`src/rtl/operand_b_sel_pkg.sv`:
```
// ---------------------------------------------------------------------------
// operand_b_sel_pkg
// Shared encodings for the CPU datapath and control:
//   selb_e  - source select for operand B (MEMORY / SIGNAL / UNSIGNED / ACC)
//   state_e - state encoding of the operand-B fetch FSM
//   TMO_CNT_W - width of the memory-wait timeout counter (covers 1..255)
// ---------------------------------------------------------------------------
package operand_b_sel_pkg;

    typedef enum logic [1:0] {
        SELB_MEMORY   = 2'b00,
        SELB_SIGNAL   = 2'b01,
        SELB_UNSIGNED = 2'b10,
        SELB_ACC      = 2'b11
    } selb_e;

    typedef enum logic [1:0] {
        ST_IDLE     = 2'b00,
        ST_WAIT_MEM = 2'b01,
        ST_DONE     = 2'b10
    } state_e;

    localparam int TMO_CNT_W = 8;

endpackage

```
`src/rtl/operand_b_sel_imm_extend.sv`:
```
// ---------------------------------------------------------------------------
// imm_extend
// Combinational widening of the instruction immediate to the datapath width.
// Ports:
//   imm_i  [IMM_LENGTH-1:0]  immediate field
//   sign_i                   1 = sign-extend, 0 = zero-extend
//   ext_o  [DATA_LENGTH-1:0] extended immediate
// IMM_LENGTH must be strictly less than DATA_LENGTH.
// ---------------------------------------------------------------------------
module imm_extend #(
    parameter int DATA_LENGTH = 16,
    parameter int IMM_LENGTH  = 11
) (
    input  logic [IMM_LENGTH-1:0]  imm_i,
    input  logic                   sign_i,
    output logic [DATA_LENGTH-1:0] ext_o
);

    localparam int EXT_W = DATA_LENGTH - IMM_LENGTH;

    logic fill_bit;

    // Upper bits copy the immediate MSB only in sign mode; otherwise zero.
    assign fill_bit = sign_i & imm_i[IMM_LENGTH-1];
    assign ext_o    = {{EXT_W{fill_bit}}, imm_i};

endmodule

```
`src/rtl/operand_b_sel.sv`:
```
// ---------------------------------------------------------------------------
// operand_b_sel
// Selects and registers operand B for the datapath. Immediate and accumulator
// sources complete one cycle after the request is accepted; the memory source
// waits in WAIT_MEM for mem_valid, giving up after MEM_TIMEOUT cycles with a
// zero operand and a sticky err flag.
// Ports:
//   clk          clock, rising edge
//   reset        asynchronous active-high reset
//   req          operand request, accepted when req && ready
//   SelB[1:0]    source select (see operand_b_sel_pkg::selb_e)
//   from_memory  memory read data, qualified by mem_valid
//   mem_valid    from_memory valid this cycle
//   from_signal  instruction immediate field
//   from_acc     accumulator value
//   ready        high only in IDLE
//   mem_rd       memory read strobe, high throughout WAIT_MEM
//   outValue     registered selected operand
//   out_valid    one-cycle pulse marking a new outValue
//   err          sticky memory-timeout flag, cleared by the next accepted req
// ---------------------------------------------------------------------------
module operand_b_sel #(
    parameter int DATA_LENGTH = 16,
    parameter int IMM_LENGTH  = 11,
    parameter int MEM_TIMEOUT = 8
) (
    input  logic                   clk,
    input  logic                   reset,
    input  logic                   req,
    input  logic [1:0]             SelB,
    input  logic [DATA_LENGTH-1:0] from_memory,
    input  logic                   mem_valid,
    input  logic [IMM_LENGTH-1:0]  from_signal,
    input  logic [DATA_LENGTH-1:0] from_acc,
    output logic                   ready,
    output logic                   mem_rd,
    output logic [DATA_LENGTH-1:0] outValue,
    output logic                   out_valid,
    output logic                   err
);

    import operand_b_sel_pkg::*;

    state_e                 state_q;
    logic [TMO_CNT_W-1:0]   cnt_q;
    logic [TMO_CNT_W-1:0]   cnt_d;
    logic [DATA_LENGTH-1:0] outval_q;
    logic                   out_valid_q;
    logic                   err_q;

    selb_e                  sel_in;
    logic                   sign_mode;
    logic [DATA_LENGTH-1:0] ext_imm;
    logic [DATA_LENGTH-1:0] direct_val;
    logic                   tmo_hit;

    assign sel_in    = selb_e'(SelB);
    assign sign_mode = (sel_in == SELB_SIGNAL);

    imm_extend #(
        .DATA_LENGTH (DATA_LENGTH),
        .IMM_LENGTH  (IMM_LENGTH)
    ) u_imm_extend (
        .imm_i  (from_signal),
        .sign_i (sign_mode),
        .ext_o  (ext_imm)
    );

    // Non-memory sources are sampled straight into outValue at the accepting
    // edge, which is what makes later input changes irrelevant to the request.
    assign direct_val = (sel_in == SELB_ACC) ? from_acc : ext_imm;

    // The counter value after this WAIT_MEM cycle; reaching MEM_TIMEOUT
    // means this is the last cycle allowed to wait.
    assign cnt_d   = cnt_q + 8'd1;
    assign tmo_hit = (cnt_d == TMO_CNT_W'(MEM_TIMEOUT));

    always_ff @(posedge clk or posedge reset) begin
        if (reset) begin
            state_q     <= ST_IDLE;
            cnt_q       <= '0;
            outval_q    <= '0;
            out_valid_q <= 1'b0;
            err_q       <= 1'b0;
        end else begin
            out_valid_q <= 1'b0;
            case (state_q)
                ST_IDLE: begin
                    if (req) begin
                        err_q <= 1'b0;
                        cnt_q <= '0;
                        if (sel_in == SELB_MEMORY) begin
                            state_q <= ST_WAIT_MEM;
                        end else begin
                            outval_q    <= direct_val;
                            out_valid_q <= 1'b1;
                            state_q     <= ST_DONE;
                        end
                    end
                end
                ST_WAIT_MEM: begin
                    // Data arriving on the timeout cycle wins over the timeout.
                    if (mem_valid) begin
                        outval_q    <= from_memory;
                        out_valid_q <= 1'b1;
                        state_q     <= ST_DONE;
                    end else if (tmo_hit) begin
                        cnt_q       <= cnt_d;
                        outval_q    <= '0;
                        err_q       <= 1'b1;
                        out_valid_q <= 1'b1;
                        state_q     <= ST_DONE;
                    end else begin
                        cnt_q <= cnt_d;
                    end
                end
                ST_DONE: begin
                    state_q <= ST_IDLE;
                end
                default: begin
                    state_q <= ST_IDLE;
                end
            endcase
        end
    end

    // Decoded directly from the state register so reset clears them at once.
    assign ready     = (state_q == ST_IDLE);
    assign mem_rd    = (state_q == ST_WAIT_MEM);
    assign outValue  = outval_q;
    assign out_valid = out_valid_q;
    assign err       = err_q;

endmodule
```
`config.mk`:
```
export PLATFORM = sky130hd
export DESIGN_NAME = operand_b_sel
export DESIGN_NICKNAME = d
export VERILOG_FILES = /design/src/rtl/operand_b_sel_pkg.sv /design/src/rtl/operand_b_sel_imm_extend.sv /design/src/rtl/operand_b_sel.sv
export SDC_FILE = /design/constraint.sdc
export NUM_CORES = 1
export LEC_CHECK = 0
export CAP_MARGIN = 20
export CORE_MARGIN = 5
export CORE_UTILIZATION = 45
export DETAILED_ROUTE_END_ITERATION = 16
export PLACE_DENSITY_LB_ADDON = 0.25
export SYNTH_ARGS = -nofsm -noshare
export SYNTH_HDL_FRONTEND = slang
export SYNTH_SLANG_ARGS = --single-unit
```
`constraint.sdc`:
```
create_clock -name clk -period 3.2 [get_ports clk]
set_input_delay 0.8 -clock clk [delete_from_list [all_inputs] [get_ports clk]]
set_output_delay 0.8 -clock clk [all_outputs]
set_load 0.005 [all_outputs]
```
# Word-level counts from Yosys, hierarchy flattened
# Cells that the tools add are included.
# op_classes
addsub	1
n_eq_ne	9
n_mux	23
bitwise_logic	1
n_reduce_logical	7
# ops
op	n
$mux 16	5
$pmux 16 s2	1
$mux 8	2
$pmux 8 s2	1
$add 8x1->8 const B	1
$eq 8x4->1 const B	1
$mux 2	4
$reduce_and 4->1	2
$mux 1	7
$ne 2x2->1 const B	3
$eq 2x1->1 const B	2
$logic_not 2->1	2
$pmux 1 s2	2
$pmux 2 s2	1
$ne 3x2->1 const B	1
$reduce_and 3->1	1
$eq 2x2->1 const B	1
$ne 2x1->1 const B	1
$reduce_and 2->1	1
$reduce_bool 2->1	1
$and 1x1->1	1
# word_totals
regBits	28
in_bits	49
elab_cells	46

# Longest topological paths before layout
# Gate-level depths: netlist (run 1).
# depth
word_depth	6
mapped_depth	7
depth_no_buf	6

# Cells and area by module
# Synthesis (run 1) repeated with hierarchy kept, for this count alone.
# hier_totals
hier_cells	179
hier_area_um2	1717.9
# modules_own_cells
module	n_inst	cells_each	area_each_um2	seq_area_each_um2
operand_b_sel	1	162	1591.5	700.7
imm_extend	1	17	126.4	0.0

# Worst setup path before layout (run 1)
# Ideal clock, no wire load.
# synth_timing
path_kind	input port to flip-flop
from	input port SelB[1]
to	register outval_q[10], in the netlist outValue[10]
setup_ns	0.125
arrival_time_ns	1.929
required_ns	3.075
path_slack_ns	1.146
path_stages	6
path_buffers	2
cell_sequence	buf_2 > nor2_1 > nor2b_1 > o221ai_4 > buf_8 > mux2_4
# synth_between
elab_chain_len	5
word_cells_on_any_way	8
cone_classes	eq/ne: 2; mux: 4; reduce/logical: 2
# synth_lines
item	line_no	text
start: declaration	operand_b_sel.sv:30	input logic [1:0] SelB,
$eq 2x2->1	operand_b_sel.sv:71	assign direct_val = (sel_in == SELB_ACC) ? from_acc : ext_imm;
$mux 16	operand_b_sel.sv:71	
$mux 16	operand_b_sel.sv:92	if (sel_in == SELB_MEMORY) begin
$mux 16	operand_b_sel.sv:89	if (req) begin
$pmux 16 s2	operand_b_sel.sv:87	case (state_q)
end signal: assignment	operand_b_sel.sv:95	outval_q <= direct_val;
end signal: assignment	operand_b_sel.sv:104	outval_q <= from_memory;
end: declaration	operand_b_sel.sv:47	logic [DATA_LENGTH-1:0] outval_q;
# Parallel ways exist; a longest one is shown, timed or not. The select of a mux whose other input is x is not followed.
# A chain may end at the register's enable or synchronous reset.

# Final worst setup path (run 1)
# layout_timing
from	register state_q[0]
to	output port ready
# layout_between
elab_chain_len	1
# layout_lines
item	line_no	text
start: declaration	operand_b_sel.sv:44	state_e state_q;
start signal: assignment	operand_b_sel.sv:80	state_q <= ST_IDLE;
start signal: assignment	operand_b_sel.sv:93	state_q <= ST_WAIT_MEM;
start signal: assignment	operand_b_sel.sv:97	state_q <= ST_DONE;
$logic_not 2->1	operand_b_sel.sv:128	assign ready = (state_q == ST_IDLE);
end: declaration	operand_b_sel.sv:35	output logic ready,
# Every way passes these cells.

==> results.py, run 1 <==
metrics = {
    "sta": {
        "period_needed_ps": 2330,
        "setup_viol": 0,
        "skew_ps": 5.75,
        "fin_setup_tns_ps": 0,
        "final_hold_viol_count": 0,
        "fin_crit_sh": 0.728,
        "hold_ws_ps": 511,
        "tightest_slew_ps": 642,
        "max_freq_mhz": 429,
        "slew-limit-headroom": 0.571,
        "drv_slew": 0,
        "rsz0062_at_grt": "no",
    },
    "layout": {
        "nets": 282,
        "n_antenna_cell": 0,
        "fill_cells": 241,
        "drive_above_1_share": 0.126,
        "syn_to_final_growth_pct": 47.5,
    },
    "detailed_routing": {
        "dr.pass1.iters": 4,
        "postRouteAntennaNets": 0,
        "wire_per_inst_um": 14.9,
        "remaining_drc_errors": 0,
        "drt_iter0_markers": 68,
        "wl_mm": 4.12,
        "routed_via_density": 5.24,
        "vias": 1451,
    },
    "power_and_ir_drop": {
        "powerDensity_mw_per_mm2": 448,
        "p_int_uw": 779,
        "power.leakage_nw": 1.05,
        "p_sw_uw": 285,
        "ir_drop_uv": 249,
        "seqPwrFrac": 0.450,
        "clkPwrFrac": 0.160,
        "p_sw_frac": 0.268,
        "combPwrFrac": 0.390,
    },
    "critical_path": {
        "path_max_fanout": 6,
        "cp.required_ps": 2400,
        "critPathKind": "flip-flop to primary output",
        "startpoint_type": "flip-flop",
        "worst_setup_path_end_kind": "primary output",
        "worst_ep_arrival_time_ps": 1530,
    },
    "synthesis": {
        "yosysTopAreaCellShare": 0.436,
        "ys_seq_area_frac": 0.436,
        "yosysUniqueCellTypes": 29,
        "synth.cell_area_sq_mm": 0.00161,
        "synth_common_cells": "a21oi_1 (28), dfrtp_1 (28), o21ai_0 (16)",
        "synth_top_area_cell": "dfrtp_1",
        "synth-edff-count": 0,
        "ys_async_sr_fraction": 1.00,
        "ys.flop_type": "dfrtp_1",
        "synth.avg_cell_area_sq_um": 9.92,
        "synth_area_leaders": "dfrtp_1 (44%), a21oi_1 (8.7%), mux2_4 (7.5%)",
        "synth_cells": 162,
        "yosys_warnings": 0,
        "synth_seq_cells": 28,
        "synthesis.nets": 212,
    },
    "clock_network": {
        "tritoncts": "yes",
        "clk_latency_ps": 320,
        "cts-root-buf": "clkbuf_4",
        "clkSinkCount": 28,
        "cts_setup_buffers": 0,
        "cts_resized": 0,
        "clk_path_buf_depth": 2,
        "cts_hold_buffers": 0,
        "cts-buffers-inserted": 3,
        "path_clk_slew_ps": 150,
        "htree_levels": 1,
    },
    "floorplanning": {
        "fp.dieArea_sq_mm": 0.00487,
        "die_h_um": 69.8,
        "core_area_sq_mm": 0.00339,
        "rows": 21,
        "initial_core_util": 0.474,
        "die_w_um": 69.8,
        "io_pins": 69,
    },
    "grt": {
        "antenna_found_initial": 0,
        "overflow": 0,
        "grt_pass1_vias": 1461,
        "grt_max_degree": 29,
        "grt_first_pass_wirelength_mm": 6.96,
        "grt_usage": 0.172,
    },
    "placed_design": {
        "globalplace.congestion": 0.821,
        "dp_hpwl_mm": 3.22,
        "port_buffers": 68,
    },
    "run_status": {
        "status": "finished, final reports clean",
    },
    "flow_run": {
        "drv_cap": 0,
    },
    "min_path": {
        "hold_class": "flip-flop to flip-flop",
    },
}
==> logic make-up (layout without fill, tap and decap cells) <==
group / after synthesis / after routing / synth area share
AO/OA/AOI/OAI: 50 / 50 / 0.176
buffers and inverters: 14 / 83 / 0.0412
multiplexers: 28 / 28 / 0.213
AND/OR/NAND/NOR: 39 / 39 / 0.115
adder cells (fa/ha/maj): 1 / 1 / 0.00778
flip-flops: 28 / 28 / 0.436
XOR/XNOR: 2 / 2 / 0.0109
==> worst paths after layout <==
path                                        start                 endpoint  slack [ps]  cells past startpoint
setup / recovery           state_q[0]$_DFFE_PP0P_                    ready         870                      2
hold / removal               cnt_q[7]$_DFFE_PP0P_     cnt_q[7]$_DFFE_PP0P_         510                      1
setup reg to reg             cnt_q[0]$_DFFE_PP0P_  outValue[1]$_DFFE_PP0P_        1250                      6
hold reg to reg              cnt_q[7]$_DFFE_PP0P_     cnt_q[7]$_DFFE_PP0P_         510                      1
max in group asynchronous                   reset  outValue[9]$_DFFE_PP0P_        2140                      3
min in group asynchronous                   reset     cnt_q[5]$_DFFE_PP0P_         810                      3
==> registers in the layout (all words and copies together) (netlist names) <==
signal,flops
cnt_q,8
err,1
outValue,16
out_valid,1
state_q,2
==> critical path: stages, from the launching register on <==
cell             delay [ps]
dfrtp_1                 480
nor2_1                  200
clkdlybuf4s50_1         530
==> per-stage QoR <==
stage	instance area, sq um	setup WS, ps	power, mW	std cells	utilization
after floorplan	1610	1150	0.655	162	-
after detailed placement	2340	523	0.902	273	0.689
after global routing	2370	723	1.12	277	0.700
after global placement	2340	597	0.890	273	0.689
after CTS	2370	857	1.07	277	0.700
final	2370	870	1.06	277	0.700
==> routing by layer <==
metal | global-route usage | up-vias | routed length, um
li1 | - | 717 | -
met1 | 0.217 | 667 | 1800
met2 | 0.278 | 61 | 1940
met3 | 0.0609 | 6 | 330
met4 | 0.0489 | 0 | 45
met5 | 0 | - | 0
==> power by group through the flow <==
stage | Combinational, mW | Clock, mW | Sequential, mW
global route | 0.451 | 0.183 | 0.487
floorplan | 0.174 | 0 | 0.480
detailed placement | 0.420 | 0 | 0.483
global placement | 0.410 | 0 | 0.480
finish | 0.415 | 0.170 | 0.479
CTS | 0.421 | 0.169 | 0.478
==> area by class of cell <==
type,count,area (sq um),area share
Tap cell,46,57.6,0.0243
Sequential cell,28,701,0.295
Clock buffer,4,36.3,0.0153
Multi-Input combinational cell,120,841,0.354
Inverter,7,26.3,0.0111
Timing Repair Buffer,72,711,0.300
==> placed cells by master, fill, tap and decap left out, drive strengths merged, types with 7 or more instances in the layout <==
cell	instances
clkdlybuf4s50	68
mux2	16
o21ai	16
a21oi	28
nor2	10
mux2i	12
inv	7
dfrtp	28
nand2	16
No activity file was read; power rests on OpenSTA's default activity.
==> inputs of run 2 (changes only) <==
--- a/config.mk
+++ b/config.mk
@@ -7,7 +7,7 @@
 export LEC_CHECK = 0
 export CAP_MARGIN = 20
 export CORE_MARGIN = 5
-export CORE_UTILIZATION = 45
+export CORE_UTILIZATION = 42
 export DETAILED_ROUTE_END_ITERATION = 16
 export PLACE_DENSITY_LB_ADDON = 0.25
 export SYNTH_ARGS = -nofsm -noshare
==> constraint.sdc (replaced) <==
create_clock -name clk -period 2.4 [get_ports clk]
set_input_delay 0.6 -clock clk [delete_from_list [all_inputs] [get_ports clk]]
set_output_delay 0.6 -clock clk [all_outputs]
set_load 0.005 [all_outputs]
==> run 2 against run 1 <==
  * Sequential power increased by 32%
  * Non-clock buffer count increased by 2
  * Via count decreased by 1.5%
  * Routed wire length decreased by 3.7%
  * Final area increased by 2.6%
  * Largest power group unchanged
  * Global-route usage decreased by 1.8 points
  * Worst hold slack got worse by 4.4 ps
  * Setup slack got worse by 550 ps
  * Critical path depth unchanged
==> results.py, run 2 (synthesis results as in run 1) <==
metrics = {
    "critical_path": {
        "worst_setup_path_end_kind": "primary output",
        "worst_ep_arrival_time_ps": 1480,
        "path_cells": "nor2_1, clkdlybuf4s50_1",
        "slowest_delay_ps": 530,
        "worst-r2r-cell-count": 6,
        "crit-reg2reg-launch": "cnt_q[0]$_DFFE_PP0P_",
        "path_max_fanout": 6,
        "startpoint_type": "flip-flop",
        "critPathKind": "flip-flop to primary output",
        "slowest_stage": "clkdlybuf4s50_1",
        "crit_start": "state_q[0]$_DFFE_PP0P_",
        "cp.required_ps": 1800,
    },
    "clock_network": {
        "cts_hold_buffers": 0,
        "clkSinkCount": 28,
        "cts_setup_buffers": 0,
        "tritoncts": "yes",
        "clk_latency_ps": 270,
        "path_clk_slew_ps": 90,
        "htree_levels": 1,
        "cts-root-buf": "clkbuf_8",
        "cts-buffers-inserted": 3,
        "cts_resized": 0,
        "clk_path_buf_depth": 2,
    },
    "sta": {
        "rsz0062_at_grt": "no",
        "fin_setup_tns_ps": 0,
        "tightest_slew_ps": 347,
        "max_freq_mhz": 480,
        "final_hold_viol_count": 0,
        "fin_crit_sh": 0.868,
        "drv_slew": 0,
        "skew_ps": 3.11,
        "setup_viol": 0,
        "slew-limit-headroom": 0.769,
        "period_needed_ps": 2080,
    },
    "detailed_routing": {
        "drt_iter0_markers": 80,
        "routed_via_density": 5.09,
        "wire_per_inst_um": 14.1,
        "dr.pass1.iters": 4,
        "vias": 1429,
        "remaining_drc_errors": 0,
        "wl_mm": 3.97,
        "postRouteAntennaNets": 0,
    },
    "layout": {
        "largest_reg_flops": 16,
        "final_cell_mix": "clkdlybuf4s50_1 (68), a21oi_1 (28), dfrtp_1 (28), o21ai_0 (16), nand2_1 (15)",
        "final_common_cell": "clkdlybuf4s50_1",
        "final_cell_area_sq_mm": 0.00243,
        "fill_cells": 322,
        "syn_to_final_growth_pct": 51.4,
        "n_antenna_cell": 0,
        "drive_above_1_share": 0.133,
        "nets": 284,
    },
    "floorplanning": {
        "rows": 22,
        "die_w_um": 71.9,
        "die_h_um": 71.9,
        "fp.dieArea_sq_mm": 0.00517,
        "io_pins": 69,
        "core_area_sq_mm": 0.00369,
        "initial_core_util": 0.436,
    },
    "power_and_ir_drop": {
        "clkPwrFrac": 0.191,
        "seqPwrFrac": 0.425,
        "powerDensity_mw_per_mm2": 610,
        "p_int_mw": 1.10,
        "p_sw_uw": 381,
        "combPwrFrac": 0.384,
        "p_sw_frac": 0.257,
        "power.leakage_nw": 1.08,
        "ir_drop_uv": 400,
    },
    "min_path": {
        "min_from": "cnt_q[7]$_DFFE_PP0P_",
        "hold_path_depth": 1,
        "hold_class": "flip-flop to flip-flop",
    },
    "grt": {
        "grt_pass1_vias": 1450,
        "grt_first_pass_wirelength_mm": 6.45,
        "overflow": 0,
        "grt_max_degree": 29,
        "grt_usage": 0.155,
        "antenna_found_initial": 0,
    },
    "placed_design": {
        "port_buffers": 68,
        "dp_hpwl_mm": 3.03,
        "globalplace.congestion": 0.825,
        "dpl-instance-area_sq_mm": 0.00238,
    },
    "flow_run": {
        "drv_cap": 0,
    },
    "run_status": {
        "status": "finished, final reports clean",
    },
}
[run 2: cell types whose count changed in the layout (fill, tap and decap cells not counted), sizes merged]
cell / change
buf: +2
[run 2: final cells by class]
type	count	area [sq um]	share of cell area
repair buffers	74	751	0.308
multi-input cells	120	841	0.346
inverters	7	26.3	0.0108
clock buffers	4	55.1	0.0226
flip-flops and latches	28	701	0.288
well taps	48	60.1	0.0247
[run 2: critical path: cells and delay by family, from the launching register on]
kind | cells | cell delay [ps]
flip-flops | 1 | 470
AND/OR/NAND/NOR | 1 | 210
buffers and inverters | 1 | 530
[run 2: stage by stage]
stage / utilization / total power [mW] / hold WS, ps / worst slack, ps / std cells
after floorplan: - / 0.873 / 451 / 546 / 162
after global routing: 0.660 / 1.57 / 530 / 196 / 281
after CTS: 0.660 / 1.51 / 507 / 307 / 281
final: 0.660 / 1.48 / 507 / 318 / 281
after detailed placement: 0.645 / 1.21 / 493 / 222 / 277
after global placement: 0.645 / 1.21 / 476 / 273 / 277
[run 2: layer usage]
| layer | wire length (um) | vias up | share of wire | track usage |
|---|---|---|---|---|
| met5 | 0 | - | 0 | 0 |
| li1 | - | 719 | - | - |
| met2 | 1830 | 56 | 0.46 | 0.259 |
| met3 | 338 | 2 | 0.085 | 0.0421 |
| met4 | 19 | 0 | 0.0048 | 0.0397 |
| met1 | 1780 | 652 | 0.45 | 0.197 |
[run 2: final timing paths]
| kind | end | slack [ps] |
|---|---|---|
| worst max register to register | outValue[0]$_DFFE_PP0P_ | 560 |
| worst max-delay path | ready | 320 |
| min in group asynchronous | cnt_q[7]$_DFFE_PP0P_ | 680 |
| worst min-delay path | cnt_q[7]$_DFFE_PP0P_ | 510 |
| max in group asynchronous | outValue[13]$_DFFE_PP0P_ | 1460 |
| worst min register to register | cnt_q[7]$_DFFE_PP0P_ | 510 |
[run 2: power groups by stage]
stage	logic [mW]	registers [mW]	clock network, mW
after floorplan	0.233	0.640	0
after global routing	0.615	0.642	0.308
after global placement	0.569	0.637	0
after CTS	0.579	0.631	0.295
final	0.570	0.631	0.284
after detailed placement	0.575	0.639	0
==> inputs of run 3 (changes only) <==
--- a/config.mk
+++ b/config.mk
@@ -9,7 +9,9 @@
 export CORE_MARGIN = 5
 export CORE_UTILIZATION = 42
 export DETAILED_ROUTE_END_ITERATION = 16
+export HOLD_SLACK_MARGIN = 0.15
 export PLACE_DENSITY_LB_ADDON = 0.25
+export RECOVER_POWER = 100
 export SYNTH_ARGS = -nofsm -noshare
 export SYNTH_HDL_FRONTEND = slang
 export SYNTH_SLANG_ARGS = --single-unit
==> run 3 against run 2 <==
  * Sequential power shrank 1%
  * Utilization fell by 1.7 points
  * Sequential share of layout area grew 0.74 points
  * Maximum frequency is 2.5% lower
  * Clock power about the same
  * Die area stayed put
  * Critical path depth rose by 1
  * Flip-flop and latch count stayed put
  * Worst hold slack got worse by 9.2 ps
  * Combinational power is 15% lower
  * Largest cell class unchanged
==> results.py, run 3 (synthesis results as in run 1) <==
metrics = {
    "run_status": {
        "status": "finished, final reports clean",
    },
    "critical_path": {
        "regToRegSetupSlack_ps": 500,
        "timing.rr.end": "outValue[2]$_DFFE_PP0P_",
        "path_cells": "nand2b_1, inv_1, dlygate4sd3_1",
        "worst_ep_arrival_time_ps": 1540,
        "crit_family": "buffers and inverters",
        "cp.required_ps": 1800,
        "critPathKind": "flip-flop to primary output",
        "slowest_stage": "dlygate4sd3_1",
        "path_max_fanout": 4,
        "crit_end": "mem_rd",
        "path_depth": 3,
        "crit_start": "state_q[1]$_DFFE_PP0P_",
        "startpoint_type": "flip-flop",
        "crit-reg2reg-launch": "cnt_q[0]$_DFFE_PP0P_",
        "path_buf_inv": 2,
        "slowest_delay_ps": 570,
        "worst_setup_path_end_kind": "primary output",
        "worst-r2r-cell-count": 6,
    },
    "layout": {
        "utilization": 0.643,
        "syn_to_final_growth_pct": 47.5,
        "n_antenna_cell": 0,
        "largest_reg_flops": 16,
        "final_common_cell": "clkdlybuf4s50_1",
        "final_cell_mix": "clkdlybuf4s50_1 (46), a21oi_1 (28), dfrtp_1 (28), dlygate4sd3_1 (22), o21ai_0 (16)",
        "drive_above_1_share": 0.0858,
        "nets": 284,
    },
    "sta": {
        "period_needed_ps": 2140,
        "final_hold_viol_count": 0,
        "fin_setup_tns_ps": 0,
        "slew-limit-headroom": 0.549,
        "drv_slew": 0,
        "max_freq_mhz": 468,
        "skew_ps": 9.50,
        "fin_crit_sh": 0.890,
        "setup_viol": 0,
        "tightest_slew_ps": 677,
        "rsz0062_at_grt": "no",
    },
    "placed_design": {
        "port_buffers": 68,
        "globalplace.congestion": 0.825,
        "dp_hpwl_mm": 3.03,
    },
    "floorplanning": {
        "rows": 22,
        "die_h_um": 71.9,
        "initial_core_util": 0.436,
        "fp.dieArea_sq_mm": 0.00517,
        "io_pins": 69,
        "core_area_sq_mm": 0.00369,
        "die_w_um": 71.9,
    },
    "clock_network": {
        "cts-buffers-inserted": 3,
        "path_clk_slew_ps": 100,
        "cts_setup_buffers": 0,
        "clk_path_buf_depth": 2,
        "clk_latency_ps": 270,
        "tritoncts": "yes",
        "cts-root-buf": "clkbuf_8",
        "clkSinkCount": 28,
        "cts_hold_buffers": 0,
        "htree_levels": 1,
        "cts_resized": 0,
    },
    "power_and_ir_drop": {
        "powerDensity_mw_per_mm2": 586,
        "power_mw": 1.39,
        "power.leakage_nw": 1.06,
        "ir_drop_uv": 343,
    },
    "flow_run": {
        "drv_cap": 0,
    },
    "grt": {
        "grt_first_pass_wirelength_mm": 6.45,
        "grt_max_degree": 29,
        "overflow": 0,
        "grt_usage": 0.155,
        "antenna_found_initial": 0,
        "grt_pass1_vias": 1450,
    },
    "detailed_routing": {
        "wl_mm": 3.90,
        "postRouteAntennaNets": 0,
        "drt_iter0_markers": 69,
        "vias": 1418,
        "routed_via_density": 5.05,
        "dr.pass1.iters": 4,
        "remaining_drc_errors": 0,
        "wire_per_inst_um": 13.9,
    },
    "min_path": {
        "hold_class": "flip-flop to flip-flop",
        "hold_path_depth": 1,
    },
}
run 3: cell count changes in the layout (fill, tap and decap cells not counted), sizes merged:
cell	before	now
buf	6	4
clkbuf	4	6
clkdlybuf4s50	68	46
dlygate4sd3	0	22
run 3: per-stage QoR:
step	cell area [sq um]	setup WS, ps	cells	hold slack [ps]
6_report	2370	265	281	498
5_1_grt	2370	174	281	522
4_1_cts	2430	307	281	507
3_5_place_dp	2380	222	277	493
3_3_place_gp	2380	273	277	476
2_1_floorplan	1610	546	162	451
run 3: how the worst min path moves through the flow:
stage	startpoint	endpoint	slack, ps
global route	outValue[10]$_DFFE_PP0P_	outValue[10]$_DFFE_PP0P_	520
global placement	cnt_q[7]$_DFFE_PP0P_	cnt_q[7]$_DFFE_PP0P_	480
detailed placement	outValue[14]$_DFFE_PP0P_	outValue[14]$_DFFE_PP0P_	490
finish	outValue[7]$_DFFE_PP0P_	outValue[7]$_DFFE_PP0P_	500
floorplan	cnt_q[7]$_DFFE_PP0P_	cnt_q[7]$_DFFE_PP0P_	450
CTS	cnt_q[7]$_DFFE_PP0P_	cnt_q[7]$_DFFE_PP0P_	510
run 3: area by class of cell:
cell class	instances	area, sq um
clock buffers	4	55.1
fillers	336	1320
inverters	7	26.3
multi-input cells	120	786
flip-flops and latches	28	701
well taps	48	60.1
repair buffers	74	744
run 3: where the power goes:
part,internal [mW],leakage (nW),switching (mW)
Clock,0.147,0.0288,0.140
Combinational,0.307,0.673,0.175
Sequential,0.571,0.357,0.0517
run 3: per-layer routing:
layer	track usage	up-vias	wire, um
met5	0	-	0
met3	0.0421	2	316
met4	0.0397	0	19
li1	-	722	-
met1	0.197	645	1740
met2	0.259	49	1830
